`config.mk`:
```
export PLATFORM = sky130hd
export DESIGN_NAME = alu_issue_stage
export DESIGN_NICKNAME = d
export VERILOG_FILES = /design/src/rtl/alu_pkg.sv /design/src/rtl/alu_cmd_fifo.sv /design/src/rtl/alu_issue_stage.sv
export SDC_FILE = /design/constraint.sdc
export NUM_CORES = 1
export LEC_CHECK = 0
export CAP_MARGIN = 5
export CORE_MARGIN = 2
export CORE_UTILIZATION = 40
export DETAILED_ROUTE_END_ITERATION = 7
export HOLD_SLACK_MARGIN = 0.02
export PLACE_DENSITY = 0.71
export SYNTH_ARGS = -nofsm -noshare
export SYNTH_HDL_FRONTEND = slang
export SYNTH_SLANG_ARGS = --single-unit
```
`constraint.sdc`:
```
create_clock -name clk_i -period 4.4 [get_ports clk_i]
set_input_delay 0.88 -clock clk_i [delete_from_list [all_inputs] [get_ports clk_i]]
set_output_delay 0.88 -clock clk_i [all_outputs]
set_load 0.02 [all_outputs]
```
`src/rtl/alu_pkg.sv`:
```
// Shared types for the ALU issue stage: opcodes, queued command and output FSM state.
// The command carries a use_prev flag only when ALU_ISSUE_FWD_EN is defined.
package alu_pkg;

    typedef enum logic [2:0] {
        OP_ADD = 3'd0,
        OP_SUB = 3'd1,
        OP_SLL = 3'd2,
        OP_LSR = 3'd3,
        OP_AND = 3'd4,
        OP_OR  = 3'd5,
        OP_XOR = 3'd6,
        OP_EQL = 3'd7
    } alu_op_e;

    typedef struct packed {
`ifdef ALU_ISSUE_FWD_EN
        logic       use_prev;
`endif
        logic [7:0] a;
        logic [7:0] b;
        alu_op_e    op;
    } alu_cmd_t;

    typedef enum logic [0:0] {
        OUT_EMPTY = 1'b0,
        OUT_FULL  = 1'b1
    } out_state_e;

    localparam int       CMD_W         = $bits(alu_cmd_t);
    localparam alu_cmd_t ALU_CMD_RESET = alu_cmd_t'({CMD_W{1'b0}});

endpackage

```
`src/rtl/alu_cmd_fifo.sv`:
```
// DEPTH-entry command FIFO; the head entry is visible combinationally on rdata.
// Occupancy is tracked in its own counter so full/empty need no pointer MSB trick.
module alu_cmd_fifo
    import alu_pkg::*;
#(
    parameter int DEPTH = 4
) (
    input  logic                     clk,
    input  logic                     rst_n,
    input  logic                     push,
    input  logic                     pop,
    input  alu_cmd_t                 wdata,
    output alu_cmd_t                 rdata,
    output logic                     full,
    output logic                     empty,
    output logic [$clog2(DEPTH):0]   count
);

    localparam int AW = $clog2(DEPTH);
    localparam int CW = AW + 1;

    alu_cmd_t        mem_r [DEPTH];
    logic [AW-1:0]   wr_ptr_r;
    logic [AW-1:0]   rd_ptr_r;
    logic [CW-1:0]   count_r;
    logic            do_push_s;
    logic            do_pop_s;

    assign full      = (count_r == CW'(DEPTH));
    assign empty     = (count_r == {CW{1'b0}});
    assign do_push_s = push && !full;
    assign do_pop_s  = pop && !empty;
    assign rdata     = mem_r[rd_ptr_r];
    assign count     = count_r;

    // Storage, pointers and occupancy; pointers wrap naturally at DEPTH.
    always_ff @(posedge clk or negedge rst_n) begin
        if (!rst_n) begin
            for (int i = 0; i < DEPTH; i++) begin
                mem_r[i] <= ALU_CMD_RESET;
            end
            wr_ptr_r <= {AW{1'b0}};
            rd_ptr_r <= {AW{1'b0}};
            count_r  <= {CW{1'b0}};
        end else begin
            if (do_push_s) begin
                mem_r[wr_ptr_r] <= wdata;
                wr_ptr_r        <= wr_ptr_r + {{(AW-1){1'b0}}, 1'b1};
            end
            if (do_pop_s) begin
                rd_ptr_r <= rd_ptr_r + {{(AW-1){1'b0}}, 1'b1};
            end
            case ({do_push_s, do_pop_s})
                2'b10:   count_r <= count_r + {{(CW-1){1'b0}}, 1'b1};
                2'b01:   count_r <= count_r - {{(CW-1){1'b0}}, 1'b1};
                default: count_r <= count_r;
            endcase
        end
    end

endmodule

```
`src/rtl/alu_issue_stage.sv`:
```
// ALU issue stage: command FIFO feeding an external combinational ALU, plus result register.
// Define ALU_ISSUE_FWD_EN to let a command take the previous result as operand A.
module alu_issue_stage
    import alu_pkg::*;
#(
    parameter int DEPTH = 4
) (
    input  logic                     clk_i,
    input  logic                     rst_ni,
    input  logic                     in_valid_i,
    output logic                     in_ready_o,
    input  logic [7:0]               a_i,
    input  logic [7:0]               b_i,
    input  logic [2:0]               op_i,
    input  logic                     use_prev_i,
    output logic [7:0]               alu_a_o,
    output logic [7:0]               alu_b_o,
    output logic [2:0]               alu_op_o,
    input  logic [7:0]               alu_res_i,
    output logic                     out_valid_o,
    input  logic                     out_ready_i,
    output logic [7:0]               res_o,
    output logic [2:0]               res_op_o,
    output logic [$clog2(DEPTH):0]   count_o
);

    alu_cmd_t    wcmd_s;
    alu_cmd_t    head_s;
    logic        full_s;
    logic        empty_s;
    logic        push_s;
    logic        capture_s;
    out_state_e  state_r;
    out_state_e  state_nxt_s;
    logic        valid_r;
    logic [7:0]  res_r;
    logic [2:0]  res_op_r;

    assign in_ready_o = !full_s;
    assign push_s     = in_valid_i && !full_s;

    // Pack the incoming command; the forwarding flag exists only in the forwarding build.
    always_comb begin
        wcmd_s    = ALU_CMD_RESET;
        wcmd_s.a  = a_i;
        wcmd_s.b  = b_i;
        wcmd_s.op = alu_op_e'(op_i);
`ifdef ALU_ISSUE_FWD_EN
        wcmd_s.use_prev = use_prev_i;
`endif
    end

`ifndef ALU_ISSUE_FWD_EN
    logic unused_use_prev_s;
    assign unused_use_prev_s = use_prev_i;
`endif

    alu_cmd_fifo #(
        .DEPTH (DEPTH)
    ) u_fifo (
        .clk   (clk_i),
        .rst_n (rst_ni),
        .push  (push_s),
        .pop   (capture_s),
        .wdata (wcmd_s),
        .rdata (head_s),
        .full  (full_s),
        .empty (empty_s),
        .count (count_o)
    );

`ifdef ALU_ISSUE_FWD_EN
    logic [7:0] prev_res_r;

    // Last captured result, kept regardless of whether the consumer has taken it.
    always_ff @(posedge clk_i or negedge rst_ni) begin
        if (!rst_ni) begin
            prev_res_r <= 8'h00;
        end else if (capture_s) begin
            prev_res_r <= alu_res_i;
        end else begin
            prev_res_r <= prev_res_r;
        end
    end
`endif

    // Drive the ALU from the FIFO head, zeros when nothing is queued.
    always_comb begin
        alu_a_o  = 8'h00;
        alu_b_o  = 8'h00;
        alu_op_o = 3'd0;
        if (empty_s) begin
            alu_a_o  = 8'h00;
            alu_b_o  = 8'h00;
            alu_op_o = 3'd0;
        end else begin
`ifdef ALU_ISSUE_FWD_EN
            alu_a_o = head_s.use_prev ? prev_res_r : head_s.a;
`else
            alu_a_o = head_s.a;
`endif
            alu_b_o  = head_s.b;
            alu_op_o = head_s.op;
        end
    end

    // Output register FSM: capture whenever the register is free or being drained.
    always_comb begin
        state_nxt_s = state_r;
        capture_s   = 1'b0;
        case (state_r)
            OUT_EMPTY: begin
                if (!empty_s) begin
                    capture_s   = 1'b1;
                    state_nxt_s = OUT_FULL;
                end else begin
                    state_nxt_s = OUT_EMPTY;
                end
            end
            OUT_FULL: begin
                if (out_ready_i) begin
                    if (!empty_s) begin
                        capture_s   = 1'b1;
                        state_nxt_s = OUT_FULL;
                    end else begin
                        state_nxt_s = OUT_EMPTY;
                    end
                end else begin
                    state_nxt_s = OUT_FULL;
                end
            end
            default: begin
                capture_s   = 1'b0;
                state_nxt_s = OUT_EMPTY;
            end
        endcase
    end

    // State, valid flag and result register.
    always_ff @(posedge clk_i or negedge rst_ni) begin
        if (!rst_ni) begin
            state_r  <= OUT_EMPTY;
            valid_r  <= 1'b0;
            res_r    <= 8'h00;
            res_op_r <= 3'd0;
        end else begin
            state_r <= state_nxt_s;
            valid_r <= (state_nxt_s == OUT_FULL);
            if (capture_s) begin
                res_r    <= alu_res_i;
                res_op_r <= alu_op_o;
            end else begin
                res_r    <= res_r;
                res_op_r <= res_op_r;
            end
        end
    end

    assign out_valid_o = valid_r;
    assign res_o       = res_r;
    assign res_op_o    = res_op_r;

endmodule

```
==> results.ini, run 1 <==
[timing]
setup_viol=0
post-route-period-util=0.754
slew-limit-headroom=0.474
fin_crit_ns=3.32
maxSlewViolCount=0
tightest_slew_ns=0.789
fin_skew_ns=0.0116
fmax_mhz=301
finalHoldViolCount=0
rsz0062_at_grt=false
fin_setup_tns_ns=0
whs_ns=0.505

[power_and_ir_drop]
p_total_mw=4.47
power_density_mw_per_mm2=830
p_leak_nw=2.37
irDropWorstVdd_uv=412

[logic_synthesis]
ys_seq_elements=95
syn_avg_cell_area_um2=16.9
synth-xor-area-share=0.0118
yosys_warnings=0
synth_area_mm2=0.00447
syn_nets=302
synthMuxAreaShare=0.353
ys_seq_area_frac=0.532
synth-simple-area-share=0.0526
synth_fa_ha_area_frac=0.0185
synth_compound_area_frac=0
synth_cell_type_count=22
syn_inst=264
synth_top_family_by_area=multiplexers

[setup_path]
startpoint_type=flip-flop
cp_max_fo=15
rrSetupSlack_ns=2.02
worstPathRequired_ns=3.52
crit_path_end_kind=primary output
critical_path_class=reg -> out
crit_arrival_ns=2.44

[floorplanning]
design.core.area_mm2=0.0109
die_area_mm2=0.0120
rows=38
die_w_um=110
die_y_um=110
start_util=0.411
boundaryPins=67

[placed_design]
io_buffers=65
dp.cells=461
place_congestion=0.710
dp_hpwl_mm=5.31

[detailed_routing]
drt_iter0_markers=64
drc_errors=0
routedWlPerCell_um=16.9
dr.pass1.iters=4
route.vias.total=2368
drtAntennaViolNets=0
totalWireLength_mm=8.05
via_per_inst=4.96

[clock_tree]
clk_latency_ns=0.35
cts_sinks=95
cts_repair_resize_count=0
post-cts-setup-buffer-count=0
cts_root_buf=clkbuf_8
cts_buffers=9
cts.clk_slew.worst_paths_ns=0.09
cts_tree=yes
htreeDepth=3
clock_path_buffers=2
cts_hold_buf=0

[hold_path]
hold_path.class=reg -> reg

[cells_and_area]
drive_gt1_frac=0.395
fin_cells=477
fillCellCount=947
syn2layout_area_growth_pct=20.5
layout.nets=370
antenna_cells=0

[global_routing]
grt_pass1_wl_mm=13.2
grt_max_degree=66
first_global_vias=2585
antenna_found_initial=0
overflow=0
grt_use_total=0.146

[job]
maxCapViolations=0

[run_status]
status=complete, no violations

## final timing paths
check	start	to	cells past startpoint
worst max-delay path	u_fifo.rd_ptr_r[1]	alu_a_o[6]	4
worst min-delay path	u_fifo.mem_r[14]	u_fifo.mem_r[14]	1
worst max register to register	u_fifo.count[1]	u_fifo.count[2]	8
worst min register to register	u_fifo.mem_r[14]	u_fifo.mem_r[14]	1
max in group asynchronous	rst_ni	u_fifo.mem_r[10]	2
min in group asynchronous	rst_ni	res_o[5]	1
## cells by family (layout without fill, tap and decap cells)
logic type	count (synthesis)	count (layout)
mux	108	108
flops	95	95
simple gates	31	31
buf+inv	18	91
fa+ha+maj	6	6
xor+xnor	6	6
## final cells by class
class                   count  area, µm²  area share
multi-input cells         151       1950       0.363
clock inverters             5       33.8     0.00627
repair buffers             70        686       0.127
well taps                 140        175      0.0325
flip-flops and latches     95       2380       0.441
inverters                   5       18.8     0.00348
clock buffers              11        141      0.0262
## sequential cells by signal, indices dropped and copies added (netlist names)
register / cells
u_fifo.mem_r: 76
res_o: 8
res_op_o: 3
u_fifo.count: 3
u_fifo.rd_ptr_r: 2
u_fifo.wr_ptr_r: 2
out_valid_o: 1
## power breakdown
part	leakage (nW)	switching [mW]	internal [mW]	total (mW)
Combinational	1.16	0.959	1.42	2.38
Clock	0.0853	0.292	0.220	0.512
Sequential	1.12	0.263	1.32	1.58
## per-stage QoR
stage | util | worst slack [ns] | instance area [µm²]
finish | 0.495 | 1.08 | 5390
floorplan | - | 1.84 | 4470
global placement | 0.479 | 1.44 | 5210
CTS | 0.495 | 1.02 | 5390
detailed placement | 0.479 | 1.42 | 5210
global route | 0.495 | 0.970 | 5390
## metal layers
| layer | track usage | vias up | wire (µm) |
|---|---|---|---|
| li1 | - | 1080 | - |
| met1 | 0.195 | 1230 | 3670 |
| met4 | 0.0515 | 0 | 99 |
| met3 | 0.0338 | 8 | 403 |
| met5 | 0 | - | 0 |
| met2 | 0.235 | 50 | 3880 |
## synthesized netlist by cell type
library cell  number  area share
dfrtp_1           95        0.53
mux2_2            48        0.12
mux2_4            40        0.13
nor2b_1           20       0.028
mux4_2            19       0.096
ha_1               5       0.014
inv_1              5      0.0042
buf_12             4       0.018
buf_2              4      0.0045
clkbuf_1           4      0.0034
nand3_4            4       0.016
xor2_1             4      0.0078
nand2_1            2      0.0017
xnor2_1            2      0.0039
and3b_1            1      0.0020
buf_6              1      0.0025
fa_1               1      0.0045
mux2i_1            1      0.0022
nand2b_1           1      0.0014
nor2_1             1     0.00084
nor3_1             1      0.0011
or3b_1             1      0.0020
## cells in the final DEF, fill, tap and decap left out, drive strengths merged, types with 4 or more instances in the layout
cell type      Yosys  final
dfrtp             95     95
clkdlybuf4s50      0     64
nor2b             20     20
xor2               4      4
mux2              88     88
inv                5      5
mux4              19     19
clkbuf             4     11
nand3              4      4
ha                 5      5
buf                9      6
## worst max-delay path, cell delays in order, from the launching register on
cell and delay, ns:
dfrtp_1 0.82, buf_4 0.29, mux4_2 0.29, nor2b_1 0.14
clkdlybuf4s50_1 0.54
Power figures use the tool's default switching activity.
==> run 2, diff against run 1 <==
==> constraint.sdc (replaced) <==
create_clock -name clk_i -period 3.4 [get_ports clk_i]
set_input_delay 0.68 -clock clk_i [delete_from_list [all_inputs] [get_ports clk_i]]
set_output_delay 0.68 -clock clk_i [all_outputs]
set_load 0.02 [all_outputs]
==> run 2 against run 1 <==
Clock skew is 0.0026 ns higher. Via count rose by 1.7%. Cell count is 0.21% lower. Worst setup slack worse by 0.56 ns. Routed wire length grew 3.5%. Flip-flop and latch count unchanged. Count of clock-buffer cells in the layout fell by 2. Utilization up 0.99 points. Sequential share of layout area is 0.86 points lower. Design area is 2.0% higher. First-iteration DRC count fell by 36%.
==> results.ini, run 2 (same netlist as run 1, synthesis figures left out) <==
[clock_tree]
cts_buffers=9
clock_path_buffers=2
cts.clk_slew.worst_paths_ns=0.09
cts_repair_resize_count=0
post-cts-setup-buffer-count=0
cts_hold_buf=0
cts_tree=yes
cts_sinks=95
htreeDepth=3
clk_latency_ns=0.35
cts_root_buf=clkbuf_8

[global_routing]
grt_pass1_wl_mm=13.6
first_global_vias=2647
grt_max_degree=52
overflow=0
grt_use_total=0.152
antenna_found_initial=0

[timing]
rsz0062_at_grt=false
finalHoldViolCount=0
fin_skew_ns=0.0142
fin_setup_tns_ns=0
setup_viol=0
post-route-period-util=0.845
tightest_slew_ns=0.594
fin_crit_ns=2.87
maxSlewViolCount=0
fmax_mhz=348
fin_ws_ns=0.526
slew-limit-headroom=0.604

[cells_and_area]
fillCellCount=932
largest-register=u_fifo.mem_r
layout.nets=370
final_common_cell=dfrtp_1
antenna_cells=0
drive_gt1_frac=0.396
syn2layout_area_growth_pct=22.9
fin_cells=476
largest_reg_flops=76
final_area_mm2=0.00549
layout_common_cells=95 x dfrtp_1, 64 x clkdlybuf4s50_1, 48 x mux2_2, 40 x mux2_4, 20 x nor2b_1

[power_and_ir_drop]
pwr-share-clk=0.153
comb_power_share=0.517
switching_share=0.325
p_seq_frac=0.330
power_density_mw_per_mm2=1110
p_total_mw=6.10
irDropWorstVdd_uv=529
p_sw_mw=1.98
p_leak_nw=2.42
p_int_mw=4.12

[floorplanning]
die_area_mm2=0.0120
die_w_um=110
boundaryPins=67
die_y_um=110
rows=38
start_util=0.411
design.core.area_mm2=0.0109

[run_status]
status=complete, no violations

[setup_path]
crit_arrival_ns=2.19
crit_path_end_kind=primary output
slowest_stage=mux4_2
worstPathRequired_ns=2.72
path_buf_inv=2
critical-path-max-stage-delay_ns=0.55
rrSetupSlack_ns=1.00
critPathTopFamily=buffers and inverters
path_cells=buf_12, mux4_2, nor2b_1, clkdlybuf4s50_1
cp_max_fo=21
startpoint_type=flip-flop
critical_path_class=reg -> out

[placed_design]
dp.cells=461
io_buffers=65
place_congestion=0.675
place_ws_ns=0.696
dp_hpwl_mm=5.33
dpl_cell_area_mm2=0.00524

[hold_path]
hold_path.class=in -> async

[detailed_routing]
drc_errors=0
totalWireLength_mm=8.33
dr.pass1.iters=4
routedWlPerCell_um=17.5
drtAntennaViolNets=0
drt_iter0_markers=41
route.vias.total=2408
via_per_inst=5.06

[job]
maxCapViolations=0

-- run 2: power groups by stage --
stage	registers, mW	clock network [mW]	logic, mW
final	2.01	0.935	3.15
after global placement	1.99	0	3.13
after CTS	2.01	0.961	3.20
after global routing	2.08	1.01	3.39
after floorplan	2.03	0	2.14
after detailed placement	2.02	0	3.19
-- run 2: path summary, 6_finish.rpt --
| path | cells past startpoint | to | start |
|---|---|---|---|
| max | 4 | alu_op_o[0] | u_fifo.rd_ptr_r[0] |
| min | 1 | res_o[4] | rst_ni |
| max reg2reg | 8 | u_fifo.count[2] | u_fifo.count[0] |
| min reg2reg | 1 | u_fifo.mem_r[35] | u_fifo.mem_r[35] |
| max in group asynchronous | 2 | res_op_o[2] | rst_ni |
| min in group clk_i | 1 | u_fifo.mem_r[35] | u_fifo.mem_r[35] |
-- run 2: metrics by stage --
step	hold slack, ns	util
global placement	0.482	0.481
global route	0.363	0.505
finish	0.314	0.505
CTS	0.330	0.505
floorplan	0.384	-
detailed placement	0.488	0.481
-- run 2: cell type report --
cell class	count	area, µm²	area share
multi-input combinational	151	1950	0.356
inverter	5	18.8	0.00342
clock inverter	6	134	0.0244
timing repair buffer	70	711	0.129
tap	140	175	0.0319
clock buffer	9	124	0.0225
sequential	95	2380	0.433
-- run 2: per-layer routing --
layer	vias up	track usage	routed length, µm
li1	1080	-	-
met1	1250	0.196	3760
met2	62	0.249	4000
met3	16	0.0350	428
met4	0	0.0624	148
met5	-	0	0
==> run 3, diff against run 2 <==
==> constraint.sdc (replaced) <==
create_clock -name clk_i -period 2.8 [get_ports clk_i]
set_input_delay 0.56 -clock clk_i [delete_from_list [all_inputs] [get_ports clk_i]]
set_output_delay 0.56 -clock clk_i [all_outputs]
set_load 0.02 [all_outputs]
==> run 3 against run 2 <==
Utilization up 0.40 points. Non-clock buffer count up 2. Sequential share of layout area down 0.34 points. First-iteration DRC count up 54%. Flip-flop and latch count unchanged. Register-to-register slack worse by 0.56 ns. Routed wire length up 1.8%. Global-route usage up 0.21 points. Critical path type unchanged. Critical endpoint unchanged. Highest routed layer unchanged.
==> results.ini, run 3 (same netlist as run 1, synthesis figures left out) <==
[setup_path]
worstPathRequired_ns=2.24
slowest_stage=clkdlybuf4s50_1
cp_max_fo=6
path_cells=buf_4, mux4_2, nor2b_1, clkdlybuf4s50_1
startpoint_type=flip-flop
critical-path-max-stage-delay_ns=0.54
crit_arrival_ns=2.16
crit_path_end_kind=primary output
critical_path_class=reg -> out

[cells_and_area]
largest-register=u_fifo.mem_r
layout_common_cells=95 x dfrtp_1, 50 x clkdlybuf4s50_1, 48 x mux2_2, 40 x mux2_4, 20 x nor2b_1
layout.nets=372
largest_reg_flops=76
final_area_mm2=0.00554
fillCellCount=939
drive_gt1_frac=0.401
final_common_cell=dfrtp_1
syn2layout_area_growth_pct=23.8
final_core_util=0.509
fin_cells=479
antenna_cells=0

[global_routing]
first_global_vias=2604
grt_max_degree=96
overflow=0
antenna_found_initial=0
grt_pass1_wl_mm=13.7
grt_use_total=0.154

[placed_design]
place_congestion=0.710
io_buffers=65
place_ws_ns=0.246
dp.cells=463
dp_hpwl_mm=5.32
dpl_cell_area_mm2=0.00525

[detailed_routing]
route.vias.total=2413
drt_iter0_markers=63
via_per_inst=5.04
drtAntennaViolNets=0
dr.pass1.iters=4
routedWlPerCell_um=17.7
totalWireLength_mm=8.48
drc_errors=0

[hold_path]
hold_path.class=in -> async

[timing]
maxSlewViolCount=0
fmax_mhz=368
slew-limit-headroom=0.666
tightest_slew_ns=0.501
post-route-period-util=0.972
fin_crit_ns=2.72
fin_setup_tns_ns=0
fin_ws_ns=0.0794
whs_ns=0.228
setup_viol=0
rsz0062_at_grt=false
finalHoldViolCount=0
fin_skew_ns=0.00730

[floorplanning]
die_w_um=110
boundaryPins=67
die_area_mm2=0.0120
rows=38
die_y_um=110
start_util=0.411
design.core.area_mm2=0.0109

[job]
maxCapViolations=0

[power_and_ir_drop]
irDropWorstVdd_uv=473
p_total_mw=7.34
p_leak_nw=2.58
power_density_mw_per_mm2=1330

[clock_tree]
post-cts-setup-buffer-count=0
cts.clk_slew.worst_paths_ns=0.09
cts_tree=yes
clk_latency_ns=0.36
htreeDepth=3
cts_sinks=95
clock_path_buffers=2
cts_hold_buf=0
cts_root_buf=clkbuf_8
cts_buffers=9

[run_status]
status=complete, no violations

==> run 3: changes by cell type in the layout (fill, tap and decap cells not counted), sizes merged <==
cell / change
clkdlybuf4s50: -14
buf: +2
dlygate4sd2: +1
bufinv: -1
dlymetal6s2s: +13
clkbuf: +2
==> run 3: cell type report <==
type	instances	area [µm²]	area share
clock buffer	11	151	0.0273
clock inverter	5	104	0.0188
inverter	5	18.8	0.00339
multi-input combinational	151	1950	0.353
sequential	95	2380	0.429
tap	140	175	0.0316
timing repair buffer	72	757	0.137
==> run 3: worst max-delay path, delay by kind of cell (launching register included) <==
family | cells | cell delay [ns]
simple gates | 1 | 0.14
mux | 1 | 0.52
buf+inv | 2 | 0.73
flops | 1 | 0.41
==> run 3: where the power goes <==
group / switching [mW] / leakage (nW) / internal [mW] / total (mW)
clock: 0.476 / 0.130 / 0.642 / 1.12
sequential: 0.381 / 1.12 / 2.07 / 2.45
combinational: 1.56 / 1.33 / 2.21 / 3.77
total: 2.42 / 2.58 / 4.92 / 7.34
==> run 3: what timing repair did <==
action | CTS | global route
resized for setup | 1 | 13
hold endpoints to repair | 0 | 0
setup endpoints to repair | 1 | 13
==> run 3: worst paths after layout <==
| path | from | to | slack [ns] | depth (start not counted) |
|---|---|---|---|---|
| hold / removal | rst_ni | u_fifo.wr_ptr_r[0] | 0.23 | 2 |
| max in group asynchronous | rst_ni | u_fifo.mem_r[4] | 2.19 | 2 |
| setup reg to reg | u_fifo.count[1] | u_fifo.count[2] | 0.44 | 8 |
| min in group clk_i | u_fifo.mem_r[23] | u_fifo.mem_r[23] | 0.50 | 1 |
| setup / recovery | u_fifo.rd_ptr_r[0] | alu_op_o[0] | 0.08 | 4 |
| hold reg to reg | u_fifo.mem_r[23] | u_fifo.mem_r[23] | 0.50 | 1 |
==> run 3: per-layer routing <==
layer  track usage  vias up  share of wire
li1              -     1087              -
met1         0.207     1264           0.46
met2         0.239       51           0.47
met3        0.0391       11          0.049
met4        0.0633        0          0.019
met5             0        -              0
